$ cat src/rtl/code_entry_unit.sv
`default_nettype none
// ============================================================================
// Module      : code_entry_unit
// Description : Keypad front end for the access controller. Collects hex digit
//               strobes into an 8-bit code (first digit in the MSBs) and drives
//               the controller's request / confirm / user inputs. Handles
//               session start, cancel, enter and an optional inactivity timeout.
// Revision    : 1.0  initial release
// ----------------------------------------------------------------------------
// Ports
//   clock        in   1        system clock, rising edge
//   reset        in   1        asynchronous, active-high; clears all state
//   start_btn    in   1        pulse, opens a session (IDLE only)
//   cancel_btn   in   1        pulse, aborts the session
//   key_valid    in   1        strobe, key_code valid
//   key_code     in   DIGIT_W  digit value
//   enter_btn    in   1        pulse, submit code (only once all digits are in)
//   request      out  1        session active (level)
//   confirm      out  1        code submitted (level)
//   user         out  8        collected code, first digit in MSBs
//   digit_count  out  2        digits accepted this session, saturates
//   timed_out    out  1        one-cycle pulse on inactivity abort
// Configuration
//   ENTRY_TIMEOUT_EN  defined  : idle counter aborts COLLECT/READY after
//                                TIMEOUT_CYCLES clocks without an accepted key.
//                     undefined: no counter, sessions never time out,
//                                timed_out tied low, TIMEOUT_CYCLES unused.
// ============================================================================
module code_entry_unit #(
    parameter int DIGIT_W        = 4,
    parameter int NUM_DIGITS     = 2,
    parameter int TIMEOUT_CYCLES = 1000
) (
    input  logic               clock,
    input  logic               reset,
    input  logic               start_btn,
    input  logic               cancel_btn,
    input  logic               key_valid,
    input  logic [DIGIT_W-1:0] key_code,
    input  logic               enter_btn,
    output logic               request,
    output logic               confirm,
    output logic [7:0]         user,
    output logic [1:0]         digit_count,
    output logic               timed_out
);

    localparam int c_USER_W = 8;

    typedef enum logic [1:0] {
        S_IDLE    = 2'd0,
        S_COLLECT = 2'd1,
        S_READY   = 2'd2,
        S_HOLD    = 2'd3
    } state_t;

    state_t              r_state;
    state_t              w_state_nxt;
    logic [c_USER_W-1:0] r_user;
    logic [c_USER_W-1:0] w_user_nxt;
    logic [1:0]          r_digit_count;
    logic [1:0]          w_count_nxt;
    logic                r_request;
    logic                r_confirm;
    logic                r_timed_out;
    logic                w_timed_out_nxt;
    logic                w_key_accept;
    logic                w_timeout;
    logic                w_in_window;

    // The idle counter only matters while the user is typing or deciding.
    assign w_in_window = (r_state == S_COLLECT) || (r_state == S_READY);

`ifdef ENTRY_TIMEOUT_EN
    localparam int c_TO_W = (TIMEOUT_CYCLES > 2) ? $clog2(TIMEOUT_CYCLES) : 1;

    logic [c_TO_W-1:0] r_idle_cnt;

    assign w_timeout = w_in_window && (r_idle_cnt == c_TO_W'(TIMEOUT_CYCLES - 1));

    // Cleared on every state change (covers entry into COLLECT/READY and the
    // exit to IDLE/HOLD), on every accepted key and outside the window.
    always_ff @(posedge clock or posedge reset) begin
        if (reset) begin
            r_idle_cnt <= '0;
        end else if (!w_in_window || w_key_accept || (w_state_nxt != r_state)) begin
            r_idle_cnt <= '0;
        end else begin
            r_idle_cnt <= r_idle_cnt + 1'b1;
        end
    end
`else
    logic w_unused_timeout_cfg;

    assign w_timeout            = 1'b0;
    assign w_unused_timeout_cfg = (TIMEOUT_CYCLES > 0);
`endif

    // ------------------------------------------------------------------------
    // State and registered outputs
    // ------------------------------------------------------------------------
    always_ff @(posedge clock or posedge reset) begin
        if (reset) begin
            r_state       <= S_IDLE;
            r_user        <= '0;
            r_digit_count <= '0;
            r_request     <= 1'b0;
            r_confirm     <= 1'b0;
            r_timed_out   <= 1'b0;
        end else begin
            r_state       <= w_state_nxt;
            r_user        <= w_user_nxt;
            r_digit_count <= w_count_nxt;
            r_request     <= (w_state_nxt != S_IDLE);
            r_confirm     <= (w_state_nxt == S_HOLD);
            r_timed_out   <= w_timed_out_nxt;
        end
    end

    // ------------------------------------------------------------------------
    // Next-state logic. Same-cycle priority: cancel > timeout > key > enter.
    // start is only looked at in IDLE, so request always drops for at least
    // one cycle between sessions.
    // ------------------------------------------------------------------------
    always_comb begin
        w_state_nxt     = r_state;
        w_user_nxt      = r_user;
        w_count_nxt     = r_digit_count;
        w_timed_out_nxt = 1'b0;
        w_key_accept    = 1'b0;

        case (r_state)
            S_IDLE: begin
                if (start_btn) begin
                    w_state_nxt = S_COLLECT;
                    w_user_nxt  = '0;
                    w_count_nxt = '0;
                end
            end

            S_COLLECT: begin
                if (cancel_btn) begin
                    w_state_nxt = S_IDLE;
                    w_count_nxt = '0;
                end else if (w_timeout) begin
                    w_state_nxt     = S_IDLE;
                    w_count_nxt     = '0;
                    w_timed_out_nxt = 1'b1;
                end else if (key_valid) begin
                    // enter_btn in the same cycle is dropped here by design.
                    w_key_accept = 1'b1;
                    w_user_nxt   = {r_user[c_USER_W-DIGIT_W-1:0], key_code};
                    w_count_nxt  = r_digit_count + 2'd1;
                    if (r_digit_count == 2'(NUM_DIGITS - 1)) begin
                        w_state_nxt = S_READY;
                    end
                end
            end

            S_READY: begin
                if (cancel_btn) begin
                    w_state_nxt = S_IDLE;
                    w_count_nxt = '0;
                end else if (w_timeout) begin
                    w_state_nxt     = S_IDLE;
                    w_count_nxt     = '0;
                    w_timed_out_nxt = 1'b1;
                end else if (enter_btn) begin
                    w_state_nxt = S_HOLD;
                end
            end

            S_HOLD: begin
                // confirm must stay stable for the controller: only cancel exits.
                if (cancel_btn) begin
                    w_state_nxt = S_IDLE;
                    w_count_nxt = '0;
                end
            end

            default: begin
                w_state_nxt = S_IDLE;
                w_count_nxt = '0;
            end
        endcase
    end

    assign request     = r_request;
    assign confirm     = r_confirm;
    assign user        = r_user;
    assign digit_count = r_digit_count;
    assign timed_out   = r_timed_out;

endmodule
`default_nettype wire

$ cat config.mk
export PLATFORM = sky130hd
export DESIGN_NAME = code_entry_unit
export DESIGN_NICKNAME = d
export VERILOG_FILES = /design/src/rtl/code_entry_unit.sv
export SDC_FILE = /design/constraint.sdc
export NUM_CORES = 1
export LEC_CHECK = 0
export CAP_MARGIN = 15
export CORE_MARGIN = 2
export CORE_UTILIZATION = 24
export DETAILED_ROUTE_END_ITERATION = 16
export GPL_ROUTABILITY_DRIVEN = 0
export GPL_TIMING_DRIVEN = 0
export SYNTH_ARGS = -nofsm -noshare
export SYNTH_HDL_FRONTEND = slang
export SYNTH_SLANG_ARGS = --single-unit
$ cat constraint.sdc
create_clock -name clock -period 1.8 [get_ports clock]
set_input_delay 0.36 -clock clock [delete_from_list [all_inputs] [get_ports clock]]
set_output_delay 0.36 -clock clock [all_outputs]
set_load 0.01 [all_outputs]
Word-level counts from Yosys, hierarchy flattened

Index checks and enable logic that the tools add are counted.

Flip-flop bits (word level): 14
Word-level logic and storage cells: 39

Add/subtract/negate cells: 1
Equal/unequal tests: 10
Mux-type cells: 17
Reduce and logical (&&, ||, !) cells: 6

Operator list:

| kind                                                   | count |
|---|---|
| 2-to-1 mux 8 bit                                       | 3 |
| 2-to-1 mux 2 bit                                       | 11 |
| case mux 8 bit (2 select lines)                        | 1 |
| case mux 2 bit (4 select lines)                        | 1 |
| == test 2 bit (second input constant)                  | 3 |
| inequality test 2 bit (second input constant)          | 3 |
| case mux 2 bit (3 select lines)                        | 1 |
| == test 2 x 1 -> 1 bit (second input constant)         | 2 |
| AND reduction 4 bit                                    | 1 |
| nonzero test 2 bit                                     | 2 |
| inequality test 3 bit (second input constant)          | 1 |
| AND reduction 3 bit                                    | 1 |
| adder 2 x 1 -> 2 bit (second input constant)           | 1 |
| zero test 2 bit                                        | 1 |
| inequality test 2 x 1 -> 1 bit (second input constant) | 1 |
| OR reduction 2 bit                                     | 1 |

Longest topological paths before layout

Gate-level depths: netlist of run 1.

Depth after elaboration: 6
Gate-level depth with buffers: 5
Mapped depth without buffers: 5

Least setup slack after synthesis of run 1

Ideal clock, no wire load.

Kind: register to register
Start: register r_state[0]
End: register r_user[0] (netlist: user[0])
Setup time: 0.066 ns
Arrival time: 1.124 ns
Required time: 1.734 ns
Setup slack: 0.610 ns
Cell stages (with the launch flop): 6
Path buffers: 2
Period minus slack after synthesis: 1.190 ns
Cell sequence: dfrtp_1 -> buf_6 -> and4bb_1 -> buf_6 -> a21oi_4 -> a22o_1

Cells in the longest elaborated chain, start to end: 3
Elaborated cells between the ends (all ways): 8
Those cells by class: eq/ne (4); mux (1); reduce/logical (3)

RTL lines:

| item                                                                         | RTL line | source |
|---|---|---|
| start, declared                                                              | 57       | `state_t r_state;` |
| start signal, assigned                                                       | 111      | `r_state <= w_state_nxt;` |
| == test 2 x 1 -> 1 bit / zero test 2 bit (equally long branches)             | 132      | `case (r_state)` |
| inequality test 2 bit (no line) / nonzero test 2 bit (equally long branches) | --       |  |
| AND reduction 4 bit (no line)                                                | --       |  |
| end signal, assigned                                                         | 112      | `r_user <= w_user_nxt;` |
| end, declared                                                                | 59       | `logic [c_USER_W-1:0] r_user;` |

Several ways; a longest one is shown, not always the timed one.
A chain may end at the register's enable or synchronous reset.

Final worst setup path of run 1

Start: register r_digit_count[0] (netlist: digit_count[0])
End: output port digit_count[0]

RTL lines:

| item                   | RTL line | source |
|---|---|---|
| start, declared        | 61       | `logic [1:0] r_digit_count;` |
| start signal, assigned | 113      | `r_digit_count <= w_count_nxt;` |
| end, declared          | 44       | `output logic [1:0] digit_count,` |

No word-level cell between the ends.

==> flow_summary.json, run 1 <==
{
  "clk_latency_ns": 0.27,
  "grt_max_degree": 15,
  "clock-sinks": 14,
  "arrival_ns": 1.23,
  "p_leak_uw": 0.0004055,
  "rsz0062_at_grt": "no",
  "synth.top_cell.area_share_pct": 56.57,
  "critPathKind": "reg -> out",
  "grt_pass1_wl_um": 1987,
  "layout-drive-gt1-share_pct": 10.26,
  "crit_path_cell_trace": "clkdlybuf4s50_1",
  "maxCapViolCount": 0,
  "core_um2": 2455,
  "io-pin-count": 23,
  "tns_ns": 0,
  "synthTopCellsByArea": "dfrtp_1 57%, a22o_1 11%, buf_6 3.6%, inv_1 3.6%, a21oi_4 2.6%",
  "clk_pin_slew_ns": 0.08,
  "ys_seq_area_share_pct": 56.57,
  "fin_area_um2": 903.4,
  "synth_cell_types": 22,
  "instances_no_fill": 108,
  "ys_ff_latch": 14,
  "vias_per_cell": 4.574,
  "cts_made_buffers": 3,
  "h-tree-depth": 1,
  "ys_warn_count": 0,
  "ctsHoldBuffers": 0,
  "cts_tree": "done",
  "cp-end-kind": "output pin",
  "rows": 18,
  "cts.repair.resized": 0,
  "vdd_ir_drop_max_uv": 583.3,
  "synthesis.area_um2": 619.3,
  "wire_per_inst_um": 11.43,
  "hold_slack_ns": 0.4132,
  "nets": 90,
  "routed-via-count": 494,
  "tightest_slew_ns": 0.5011,
  "dr.pass1.iters": 4,
  "hpwlAfterDp_um": 922.9,
  "dpl-instance-area_um2": 867.1,
  "critPathTopFamily": "buffers and inverters",
  "post-cts-setup-buffer-count": 0,
  "dieHeight_um": 54.80,
  "hold_viol": 0,
  "layout_common_cells": "21 x clkdlybuf4s50_1, 14 x dfrtp_1, 8 x a22o_1",
  "status": "finished, final reports clean",
  "antenna_found_initial": 0,
  "diodes": 0,
  "hp-class": "in -> async",
  "relSlewSlack_pct": 66.56,
  "cts_buffer_depth": 2,
  "crit_buf_inv": 1,
  "yosys.area.top_type": "dfrtp_1",
  "start_kind": "flip-flop",
  "die_w_um": 54.80,
  "gr-usage-all-layers_pct": 9.771,
  "ant_nets": 0,
  "drt_iter0_drc": 14,
  "finalMaxSlewViolations": 0,
  "min_period_ns": 1.585,
  "pre_cts_ws_ns": 0.03891,
  "grt_pass1_vias": 462,
  "avgSynthCellArea_um2": 11.69,
  "dp_cells": 104,
  "start_util_pct": 25.23,
  "port_buffers": 21,
  "dieArea_um2": 3003,
  "crit_fanout": 4,
  "fillCellCount": 243,
  "mostFrequentLayoutCell": "clkdlybuf4s50_1",
  "cp_data_required_time_ns": 1.44,
  "setup_viol": 0,
  "max_clock_freq_ghz": 0.6308,
  "overflow": 0,
  "synth_fp_nets": 64,
  "finalWorstSetupSlack_ns": 0.2146,
  "slowest_stage": "clkdlybuf4s50_1",
  "area_growth_pct": 45.86,
  "wirelength_um": 1234,
  "finClkSkew_ns": 0.001406,
  "power_density_nw_per_um2": 992.9,
  "period_share_pct": 88.08,
  "drc": 0,
  "synth_cells": 53,
  "root_buffer": "clkbuf_4",
  "crit_path_max_incr_delay_ns": 0.56
}
synthesized netlist by cell type (all sizes together):
cell type / instances
a22o: 8
and4bb: 1
o21a: 1
a21oi: 3
dfrtp: 14
o21ai: 3
nand2: 2
a41oi: 1
nor2: 2
ha: 1
a31oi: 1
nor2b: 1
inv: 6
nor3b: 1
buf: 3
nor3: 1
conb: 1
a22oi: 1
and2: 1
o22ai: 1
layout make-up:
| class | instances | area [um^2] | area share [%] |
|---|---|---|---|
| multi-input cells | 30 | 216.5 | 23.96 |
| repair buffers | 21 | 210.2 | 23.27 |
| flip-flops and latches | 14 | 350.3 | 38.78 |
| inverters | 6 | 22.52 | 2.493 |
| well taps | 30 | 37.54 | 4.155 |
| plain buffers | 3 | 30.03 | 3.324 |
| clock buffers | 4 | 36.28 | 4.017 |
logic make-up (layout without fill, tap and decap cells):
kind of cell,Yosys count,count (layout),synth area share [%]
simple gates,9,9,8.486
fa+ha+maj,1,1,2.020
compound gates,19,19,23.84
buf+inv,9,34,8.485
flops,14,14,56.57
other cells,1,1,0.6055
state kept, by name, indices dropped and copies added (netlist names):
signal       count
confirm          1
digit_count      2
r_state          2
user             8
request          1
through the flow:
step           util, %  power, uW
3_5_place_dp     35.32      685.6
4_1_cts          36.80      910.4
3_3_place_gp     35.32      682.1
2_1_floorplan        -      550.8
6_report         36.80      897.0
5_1_grt          36.80      962.8
power breakdown:
part | internal (uW) | total, uW | switching [uW]
Sequential | 362 | 396 | 33.1
Clock | 123 | 219 | 95.9
Combinational | 157 | 283 | 125
path summary, 6_finish.rpt:
kind,start,depth (start not counted),endpoint,slack [ns]
max,digit_count[0],1,digit_count[0],0.21
min,reset,2,user[1],0.41
max reg2reg,r_state[0],5,user[2],0.46
min reg2reg,user[6],1,user[6],0.51
max in group asynchronous,reset,2,user[4],1.05
min in group clock,user[6],1,user[6],0.51
routing by layer:
metal	GRT usage, %	share of wire [%]	vias up	routed length [um]
met4	2.500	0	0	0
li1	-	-	242	-
met3	6.284	11	0	134
met5	0	0	-	0
met2	14.88	45	25	561
met1	11.32	44	227	538
Note: power is estimated with default switching activity, not from simulation.
==> run 2, diff against run 1 <==
--- a/config.mk
+++ b/config.mk
@@ -11,6 +11,7 @@
 export DETAILED_ROUTE_END_ITERATION = 16
 export GPL_ROUTABILITY_DRIVEN = 0
 export GPL_TIMING_DRIVEN = 0
+export RECOVER_POWER = 25
 export SYNTH_ARGS = -nofsm -noshare
 export SYNTH_HDL_FRONTEND = slang
 export SYNTH_SLANG_ARGS = --single-unit
==> flow_summary.json, run 2 (synthesis results as in run 1) <==
{
  "status": "finished, final reports clean",
  "grt_pass1_vias": 462,
  "min_period_ns": 1.585,
  "crit_fanout": 4,
  "max_clock_freq_ghz": 0.6308,
  "drt_iter0_drc": 14,
  "finClkSkew_ns": 0.001406,
  "relSlewSlack_pct": 66.56,
  "routed-via-count": 494,
  "rsz0062_at_grt": "no",
  "multiInputGateArea_um2": 216.5,
  "drc": 0,
  "crit_path_cell_trace": "clkdlybuf4s50_1",
  "wire_per_inst_um": 11.43,
  "pwr-share-clk_pct": 24.4,
  "port_buffers": 21,
  "area_growth_pct": 45.86,
  "dieHeight_um": 54.80,
  "use_met2_pct": 14.88,
  "maxCapViolCount": 0,
  "swShare_pct": 28.36,
  "use_met1_pct": 11.32,
  "gr-usage-all-layers_pct": 9.771,
  "start_util_pct": 25.23,
  "gr-max-usage-layer": "met2",
  "power_density_nw_per_um2": 992.4,
  "vdd_ir_drop_max_uv": 583.3,
  "setup_viol": 0,
  "ant_nets": 0,
  "dr.pass1.iters": 4,
  "slowest_stage": "clkdlybuf4s50_1",
  "crit_path_max_incr_delay_ns": 0.56,
  "post-cts-setup-buffer-count": 0,
  "arrival_ns": 1.23,
  "dieArea_um2": 3003,
  "grt_pass1_wl_um": 1987,
  "cp_data_required_time_ns": 1.44,
  "period_share_pct": 88.08,
  "cts_buffer_depth": 2,
  "net-switching-power_uw": 254.2,
  "wirelength_um": 1234,
  "clk_latency_ns": 0.27,
  "nets": 90,
  "p_leak_uw": 0.0004058,
  "tightest_slew_ns": 0.5010,
  "rows": 18,
  "hpwlAfterDp_um": 922.9,
  "hold_viol": 0,
  "p_int_uw": 642.3,
  "layout_common_cells": "20 x clkdlybuf4s50_1, 14 x dfrtp_1, 8 x a22o_1",
  "cts.repair.resized": 0,
  "ctsHoldBuffers": 0,
  "core_um2": 2455,
  "h-tree-depth": 1,
  "start_kind": "flip-flop",
  "hp-class": "reg -> reg",
  "root_buffer": "clkbuf_4",
  "layout-drive-gt1-share_pct": 10.26,
  "mostFrequentLayoutCell": "clkdlybuf4s50_1",
  "met3_usage_pct": 6.284,
  "cts_made_buffers": 3,
  "fillCellCount": 243,
  "finalMaxSlewViolations": 0,
  "cp-end-kind": "output pin",
  "grt_max_degree": 15,
  "vias_per_cell": 4.574,
  "cts_tree": "done",
  "clk_pin_slew_ns": 0.08,
  "overflow": 0,
  "critPathKind": "reg -> out",
  "diodes": 0,
  "crit_buf_inv": 1,
  "die_w_um": 54.80,
  "power_frac_seq_pct": 44.1,
  "antenna_found_initial": 0,
  "p_comb_share_pct": 31.5,
  "critPathTopFamily": "buffers and inverters",
  "power_uw": 896.5,
  "io-pin-count": 23,
  "clock-sinks": 14,
  "tns_ns": 0,
  "largest_register_ffs": 8,
  "seqCellArea_um2": 350.3
}
-- run 2: worst paths after layout --
check / start / endpoint / slack, ns / depth (start not counted)
worst max register to register: r_state[0] / user[2] / 0.46 / 5
worst min-delay path: user[6] / user[6] / 0.51 / 1
worst min register to register: user[6] / user[6] / 0.51 / 1
worst max-delay path: digit_count[0] / digit_count[0] / 0.21 / 1
min in group asynchronous: reset / user[1] / 0.55 / 2
max in group asynchronous: reset / user[4] / 0.91 / 2
-- run 2: final cells by class --
| class | instances | area share [%] |
|---|---|---|
| flip-flops and latches | 14 | 38.78 |
| multi-input cells | 30 | 23.96 |
| repair buffers | 21 | 23.27 |
| well taps | 30 | 4.155 |
| clock buffers | 4 | 4.017 |
| plain buffers | 3 | 3.324 |
| inverters | 6 | 2.493 |
-- run 2: routing by layer --
metal / share of wire, % / vias up
met3: 11 / 0
met4: 0 / 0
li1: - / 242
met1: 44 / 227
met5: 0 / -
met2: 45 / 25
-- run 2: power groups by stage --
stage | clock network [uW] | logic, uW | registers, uW
global placement | 0 | 282 | 400
floorplan | 0 | 134 | 417
detailed placement | 0 | 284 | 402
global route | 249 | 310 | 403
CTS | 230 | 285 | 396
finish | 219 | 282 | 396
-- run 2: stage by stage --
stage | instance area [um^2] | instances | util (%) | setup slack (ns) | hold slack, ns
after floorplan | 619.3 | 53 | - | 0.6103 | 0.2492
after global placement | 867.1 | 104 | 35.32 | 0.04551 | 0.4852
after detailed placement | 867.1 | 104 | 35.32 | 0.03891 | 0.4879
after CTS | 903.4 | 108 | 36.80 | 0.2014 | 0.4320
after global routing | 903.4 | 108 | 36.80 | 0.1374 | 0.5222
final | 903.4 | 108 | 36.80 | 0.2146 | 0.5083
